<file path="src/rtl/channel_mux_rr_pkg.sv">
// Shared definitions for channel_mux_rr.
//   MODE_FIXED / MODE_RR : encodings of the mode input.
//   out_state_e          : output-stage state (ST_EMPTY / ST_FULL).
//   rr_next              : advance a round-robin pointer by one, with wrap.
package channel_mux_rr_pkg;

  localparam logic MODE_FIXED = 1'b0;
  localparam logic MODE_RR    = 1'b1;

  typedef enum logic {
    ST_EMPTY = 1'b0,
    ST_FULL  = 1'b1
  } out_state_e;

  // Pointer following the channel idx; N_CH-1 wraps back to 0.
  function automatic int unsigned rr_next(input int unsigned idx, input int unsigned n);
    return (idx + 1 >= n) ? 0 : idx + 1;
  endfunction

endpackage

</file>
<file path="src/rtl/channel_mux_rr_pick.sv">
// rr_priority_pick: combinational rotating priority encoder.
//   req       : request vector, one bit per channel
//   ptr       : highest-priority channel this cycle
//   grant     : one-hot grant (all zero when no request)
//   grant_idx : index of the granted channel (0 when no request)
//   grant_vld : some request was granted
// Priority order is ptr, ptr+1, ... mod N_CH.
module rr_priority_pick #(
  parameter int N_CH  = 4,
  parameter int SEL_W = $clog2(N_CH)
) (
  input  logic [N_CH-1:0]  req,
  input  logic [SEL_W-1:0] ptr,
  output logic [N_CH-1:0]  grant,
  output logic [SEL_W-1:0] grant_idx,
  output logic             grant_vld
);

  always_comb begin
    int         idx;
    logic [SEL_W-1:0] sidx;
    grant     = '0;
    grant_idx = '0;
    grant_vld = 1'b0;
    idx       = 0;
    sidx      = '0;
    // Scan from the lowest-priority offset up so the closest request to ptr
    // is the last one written and therefore wins.
    for (int k = N_CH - 1; k >= 0; k--) begin
      idx = int'(ptr) + k;
      if (idx >= N_CH) idx = idx - N_CH;
      sidx = SEL_W'(idx);
      if (req[sidx]) begin
        grant       = '0;
        grant[sidx] = 1'b1;
        grant_idx   = sidx;
        grant_vld   = 1'b1;
      end
    end
  end

endmodule

</file>
<file path="src/rtl/channel_mux_rr.sv">
// channel_mux_rr: N_CH-channel selector with a registered output stage and
// valid/ready handshake. FIXED mode passes channel sel; ROUND-ROBIN mode
// rotates a fair grant starting at ptr.
//   clk, rst_n        : clock, async active-low reset
//   in_valid/in_ready : per-channel handshake (in_ready is combinational)
//   in_data           : channel i at [i*DATA_W +: DATA_W]
//   mode, sel         : 0 = FIXED (uses sel), 1 = ROUND-ROBIN
//   out_valid/out_ready, out_data, out_ch : registered output word + source id
//   out_parity        : even parity of out_data, only with MUX_PARITY_EN defined
module channel_mux_rr
  import channel_mux_rr_pkg::*;
#(
  parameter int N_CH   = 4,
  parameter int DATA_W = 8,
  parameter int SEL_W  = $clog2(N_CH)
) (
  input  logic                   clk,
  input  logic                   rst_n,
  input  logic [N_CH-1:0]        in_valid,
  output logic [N_CH-1:0]        in_ready,
  input  logic [N_CH*DATA_W-1:0] in_data,
  input  logic                   mode,
  input  logic [SEL_W-1:0]       sel,
  output logic                   out_valid,
  input  logic                   out_ready,
  output logic [DATA_W-1:0]      out_data,
  output logic [SEL_W-1:0]       out_ch
`ifdef MUX_PARITY_EN
  ,
  output logic                   out_parity
`endif
);

  logic [N_CH-1:0][DATA_W-1:0] in_words;
  logic [N_CH-1:0]             rr_grant, grant;
  logic [SEL_W-1:0]            rr_idx, xfer_idx, ptr, ptr_nxt;
  logic                        rr_vld, can_load, xfer;
  out_state_e                  state, state_nxt;

  assign in_words = in_data;

  rr_priority_pick #(.N_CH(N_CH), .SEL_W(SEL_W)) u_pick (
    .req       (in_valid),
    .ptr       (ptr),
    .grant     (rr_grant),
    .grant_idx (rr_idx),
    .grant_vld (rr_vld)
  );

  // Grant mux. Grants are always a subset of in_valid, so any grant bit that
  // survives can_load is a transfer.
  always_comb begin
    grant    = '0;
    xfer_idx = sel;
    if (mode == MODE_RR) begin
      grant    = rr_grant;
      xfer_idx = rr_idx;
    end else if (int'(sel) < N_CH) begin
      grant[sel] = in_valid[sel];
    end
  end

  assign can_load = !out_valid || out_ready;
  assign in_ready = can_load ? grant : '0;
  assign xfer     = can_load && (|grant);
  assign ptr_nxt  = SEL_W'(rr_next(int'(rr_idx), N_CH));

  // Output-stage FSM: state register
  always_ff @(posedge clk or negedge rst_n) begin
    if (!rst_n) state <= ST_EMPTY;
    else        state <= state_nxt;
  end

  // Output-stage FSM: next state
  always_comb begin
    state_nxt = state;
    case (state)
      ST_EMPTY: if (xfer) state_nxt = ST_FULL;
      ST_FULL:  if (xfer) state_nxt = ST_FULL;
                else if (out_ready) state_nxt = ST_EMPTY;
      default:  state_nxt = ST_EMPTY;
    endcase
  end

  // Output-stage FSM: outputs
  always_comb begin
    out_valid = (state == ST_FULL);
  end

  // Output word register; held whenever there is no transfer.
  always_ff @(posedge clk or negedge rst_n) begin
    if (!rst_n) begin
      out_data <= '0;
      out_ch   <= '0;
    end else if (xfer) begin
      out_data <= in_words[xfer_idx];
      out_ch   <= xfer_idx;
    end
  end

`ifdef MUX_PARITY_EN
  always_ff @(posedge clk or negedge rst_n) begin
    if (!rst_n)    out_parity <= 1'b0;
    else if (xfer) out_parity <= ^in_words[xfer_idx];
  end
`endif

  // ptr only moves on round-robin transfers, so FIXED periods leave it intact.
  always_ff @(posedge clk or negedge rst_n) begin
    if (!rst_n)                      ptr <= '0;
    else if (xfer && mode == MODE_RR) ptr <= ptr_nxt;
  end

  logic unused_ok;
  assign unused_ok = rr_vld;

endmodule
</file>
<file path="config.mk">
export PLATFORM = sky130hd
export DESIGN_NAME = channel_mux_rr
export DESIGN_NICKNAME = d
export VERILOG_FILES = /design/src/rtl/channel_mux_rr_pkg.sv /design/src/rtl/channel_mux_rr_pick.sv /design/src/rtl/channel_mux_rr.sv
export SDC_FILE = /design/constraint.sdc
export NUM_CORES = 1
export LEC_CHECK = 0
export ABC_CLOCK_PERIOD_IN_PS = 4500
export CAP_MARGIN = 10
export CORE_MARGIN = 2
export CORE_UTILIZATION = 24
export CTS_CLUSTER_SIZE = 8
export DETAILED_ROUTE_END_ITERATION = 6
export MAX_ROUTING_LAYER = met4
export PLACE_DENSITY = 0.57
export SLEW_MARGIN = 20
export SYNTH_ARGS = -nofsm -noshare
export SYNTH_HDL_FRONTEND = slang
export SYNTH_SLANG_ARGS = --single-unit
</file>
<file path="constraint.sdc">
create_clock -name clk -period 4.5 [get_ports clk]
set_clock_uncertainty 0.15 [all_clocks]
set_input_delay 1.35 -clock clk [delete_from_list [all_inputs] [get_ports clk]]
set_output_delay 1.35 -clock clk [all_outputs]
set_load 0.01 [all_outputs]
</file>
* Word-level counts from Yosys, hierarchy flattened
Index checks and enable logic that the tools add are counted.
Storage, ports and cells: bits in registers 13, bits in latches 0, memory bits (writable) 0, bits in read-only memories 0, input bits 42, output and inout port bits 15, logic and storage cells 82, memories 0
Cells by class: add/subtract/negate cells 8, $mul 0, div/mod/pow operators 0, order comparisons 16, equality and inequality tests 0, shifts and indexed selects 0, multiplexer cells 42, bitwise gates (word level) 2, reductions and logical operators 10
Operators by type and width (number):
- two-way mux 4 bit | 6
- two-way mux 2 bit | 10
- less-than comparator 2 x 3 -> 1 bit (second input constant) | 6
- binary-select mux 8 bit (select 2 bit) | 1
- two-way mux 1 bit | 13
- greater-or-equal comparator 3 bit (second input constant) | 4
- binary-select mux 1 bit (select 2 bit) | 5
- demux 1 bit (select 2 bit) | 5
- greater-or-equal comparator 2 x 1 -> 1 bit (second input constant) | 5
- two-way mux 8 bit | 1
- subtractor 2 x 1 -> 2 bit (second input constant) | 4
- logical AND 1 bit | 7
- adder 2 x 1 -> 3 bit (second input constant) | 2
- adder 2 x 2 -> 3 bit (second input constant) | 2
- AND 4 bit | 1
- OR reduction 4 bit | 1
- greater-or-equal comparator 2 x 3 -> 1 bit (second input constant) | 1
- one-hot mux 1 bit (2 select lines) | 1
- zero test 1 bit | 1
- logical OR 1 bit | 1
- inverter 1 bit | 1

* Depth between registers and ports, before layout
depth in word-level cells 16, depth in mapped cells 13, depth with buffers taken out 9

* Modules after synthesis
Synthesis repeated with hierarchy kept, for this count alone.
Unflattened totals: cells, all modules 130, area, all modules 1410.1 um^2
By module, submodules not included:
- channel_mux_rr | instances 1, cells each 62, area each 885.8 um^2, sequential area each 325.3 um^2
- rr_priority_pick | instances 1, cells each 68, area each 524.3 um^2, sequential area each 0.0 um^2

* Least setup slack after synthesis
Ideal clock, no wire load.
kind input port to output port, start point in in_valid[2], end point out in_ready[0], data arrival time 2.844 ns, required time 3.000 ns, path slack 0.156 ns, cell stages on the path 7, buffers on the path 1, cell sequence clkbuf_1 > mux4_1 > nor3b_2 > nand2_1 > a41oi_1 > nor2_1 > nor2_1
On the way: cells in the longest elaborated chain, start to end 8, elaborated cells on any way between the ends 17, classes of those cells mux: 16; bitwise: 1
Ends and longest elaborated chain:
- from (decl) | RTL line channel_mux_rr.sv:19 | input logic [N_CH-1:0] in_valid,
- binary-select mux 1 bit (select 2 bit) | RTL line channel_mux_rr_pick.sv:33 | if (req[sidx]) begin
- two-way mux 1 bit (implied by the code) | RTL line channel_mux_rr_pick.sv:33
- two-way mux 4 bit (4 in a row) | RTL line channel_mux_rr_pick.sv:33
- two-way mux 4 bit (*) | RTL line channel_mux_rr.sv:55 | if (mode == MODE_RR) begin
- two-way mux 4 bit (*) | RTL line channel_mux_rr.sv:64 | assign in_ready = can_load ? grant : '0;
- to (decl) | RTL line channel_mux_rr.sv:20 | output logic [N_CH-1:0] in_ready,
Every way passes the cells marked *; elsewhere a longest branch is shown, timed or not. The select of a mux whose other input is x is not followed.

* Worst setup path in the final report
start point in in_valid[0], end point out in_ready[1]
The elaborated chain is that of the path after synthesis.

==> impl_metrics.toml <==
[sta]
tns_ns = 0
worst_slew_pin_slew_ns = 0.591
final-max-slew-violation-count = 0
fmax_ghz = 0.228
slew_headroom = 0.604
finalSetupViolations = 0
period_share = 0.974
rsz0062_at_grt = "no"
finalHoldViolCount = 0
finalCriticalPeriod_ns = 4.38

[grt]
antenna_found_initial = 0
grt_pass1_wl_um = 7190
overflow = 0
grt_usage = 0.127
grt_pass1_vias = 1474
grt_max_degree = 21

[routing]
first_pass_iters = 4
antenna_left = 0
drt_wl_total_um = 4370
first_iter_violations = 40
drcViolationCount = 0
routedWlPerCell_um = 14.1
routed-via-count = 1448
via_per_inst = 4.67

[logic_synthesis]
synth_compound_area_frac = 0.157
synth-edff-count = 0
post_synth_mux_area_share = 0.376
synth_top_cell_by_area = "dfrtp_1"
synth_fa_ha_area_frac = 0.0569
synth_area_mm2 = 0.00154
synthDistinctLibCells = 40
synth_area_leaders = "dfrtp_1 (21%), mux2i_1 (21%), mux2_2 (7.3%)"
synth.net_count = 199
synth_common_cells = "mux2i_1 (32), dfrtp_1 (13), mux2_2 (10), nor2_1 (10), ha_1 (7)"
yosysSeqAreaShare = 0.211
synth_xor_area_frac = 0.00569
ys_warn_count = 0
synthCells = 150
synth_most_common_cell = "mux2i_1"
synth-simple-area-share = 0.111
synth_top_family_by_area = "multiplexers"
yosysTopAreaCellShare = 0.211
async_flop_share = 1.00
synth_flop_cell = "dfrtp_1"
synth_seq_cells = 13
avgSynthCellArea_um2 = 10.3

[die]
dieArea_mm2 = 0.00707
start_util = 0.245
core_mm2 = 0.00628
rows = 29
io_pins = 57
die_w_um = 84.1
die_y_um = 84.1

[critical_path]
critPathKind = "in -> out"
cpMostUsedCell = "buf_6"
regToRegSetupSlack_ns = 1.35
path_buf_inv = 3
crit_path_end_kind = "primary output"
path_cells = "buf_6 -> buf_6 -> mux4_2 -> nor2b_2 -> a221oi_2 -> o31a_1 -> nor2_1 -> buf_2"
arrival_ns = 2.88
cpLargestDelayFamily = "compound AO/OA/AOI/OAI gates"
cp.required_ns = 3.00
slowest_stage = "mux4_2"
critical-path-max-stage-delay_ns = 0.47
cp-start-kind = "primary input"
crit_fanout = 4

[pwr]
clock_power_share = 0.070
report.power.total_uw = 1500
p_seq_frac = 0.138
p_comb_frac = 0.792
netSwitchingPower_uw = 642
power_density_mw_per_mm2 = 620
internal_power_uw = 862
netSwitchingFraction = 0.427
peakVddDrop_mv = 0.249
power.leakage_uw = 0.00106

[clock_network]
cts_htree_levels = 1
cts_tree = "yes"
numCtsBuffers = 3
cts.clk_slew.worst_paths_ns = 0.05
cts_buffer_depth = 2
clock_latency_ns = 0.24
root_buffer = "clkbuf_8"
clock_sinks = 13

[finish]
stdcell_area_mm2 = 0.00243
drive_gt1_frac = 0.330
diodes = 0
finalNetCount = 283
syn_to_final_growth_pct = 57.5
post-route-util = 0.386

[outcome]
outcome = "complete, no violations"

[job]
cap_violations = 0

[place]
place.gp.congestion = 0.942
dp_hpwl_um = 3430
placed_cell_area_mm2 = 0.00229
port_buffers = 56

[hold_path]
hp-class = "reg -> reg"
==> state kept, by name (all words and copies together) (netlist names) <==
name,cells
out_valid,1
out_ch,2
ptr,2
out_data,8
==> placed cells by master, fill, tap and decap left out, types with 3 or more instances in the layout <==
master and instances:
o211ai_1 4, nand2_1 5, inv_1 6, o21ai_0 6, buf_2 4, a21oi_1 6
mux2_2 10, dfrtp_1 13, nand3_1 3, mux4_2 4, mux2i_1 32, clkdlybuf4s50_1 48
clkbuf_8 3, ha_1 7, buf_6 9, mux2_4 3, a41oi_2 3, nor2_1 10
a31oi_1 3, buf_4 29
==> cell families after synthesis <==
kind of cell,Yosys count
compound gates,32
xor+xnor,1
fa+ha+maj,7
buf+inv,17
flops,13
mux,49
simple gates,31
==> layer usage <==
layer  wire [µm]  up-vias  global-route usage
met1        2010      687               0.168
met4          31        0              0.0220
met2        2170       29               0.209
li1            -      728                   -
met5           0        -                   -
met3         158        4              0.0178
==> area by class of cell <==
class                      instances  area, µm²
clock buffer                       4       45.0
timing repair buffer              90        820
multi-input combinational        120       1120
sequential                        13        325
inverter                           6       22.5
fill                             652       3850
tap                               77       96.3
==> stage by stage <==
| stage | instances | setup WS (ns) | hold WS [ns] |
|---|---|---|---|
| 2_1_floorplan | 150 | 0.156 | 0.397 |
| 3_3_place_gp | 298 | -0.723 | 0.338 |
| 3_5_place_dp | 298 | -0.769 | 0.345 |
| 4_1_cts | 310 | 0.0640 | 0.358 |
| 5_1_grt | 310 | 0.0393 | 0.379 |
| 6_report | 310 | 0.119 | 0.352 |
==> repair_timing <==
action | 4_1_cts | 5_1_grt
pin swaps | 8 | 4
hold buffers | 0 | 0
cloned | 0 | 0
resized for setup | 46 | 8
buffers inserted | 8 | 1
setup endpoints to repair | 4 | 2
==> worst paths after layout <==
path | depth (start not counted) | from | to
setup / recovery | 8 | in_valid[0] | in_ready[1]
hold / removal | 1 | out_data[6] | out_data[6]
setup reg to reg | 12 | ptr[0] | out_data[0]
hold reg to reg | 1 | out_data[6] | out_data[6]
max in group asynchronous | 1 | rst_n | ptr[1]
min in group asynchronous | 1 | rst_n | out_data[4]
==> power by group through the flow <==
stage	clock (µW)	sequential [µW]	combinational, µW
2_1_floorplan	0	244	742
3_3_place_gp	0	208	1140
3_5_place_dp	0	209	1130
4_1_cts	108	209	1190
5_1_grt	113	217	1290
6_report	106	208	1190
No activity file was read; power rests on OpenSTA's default activity.
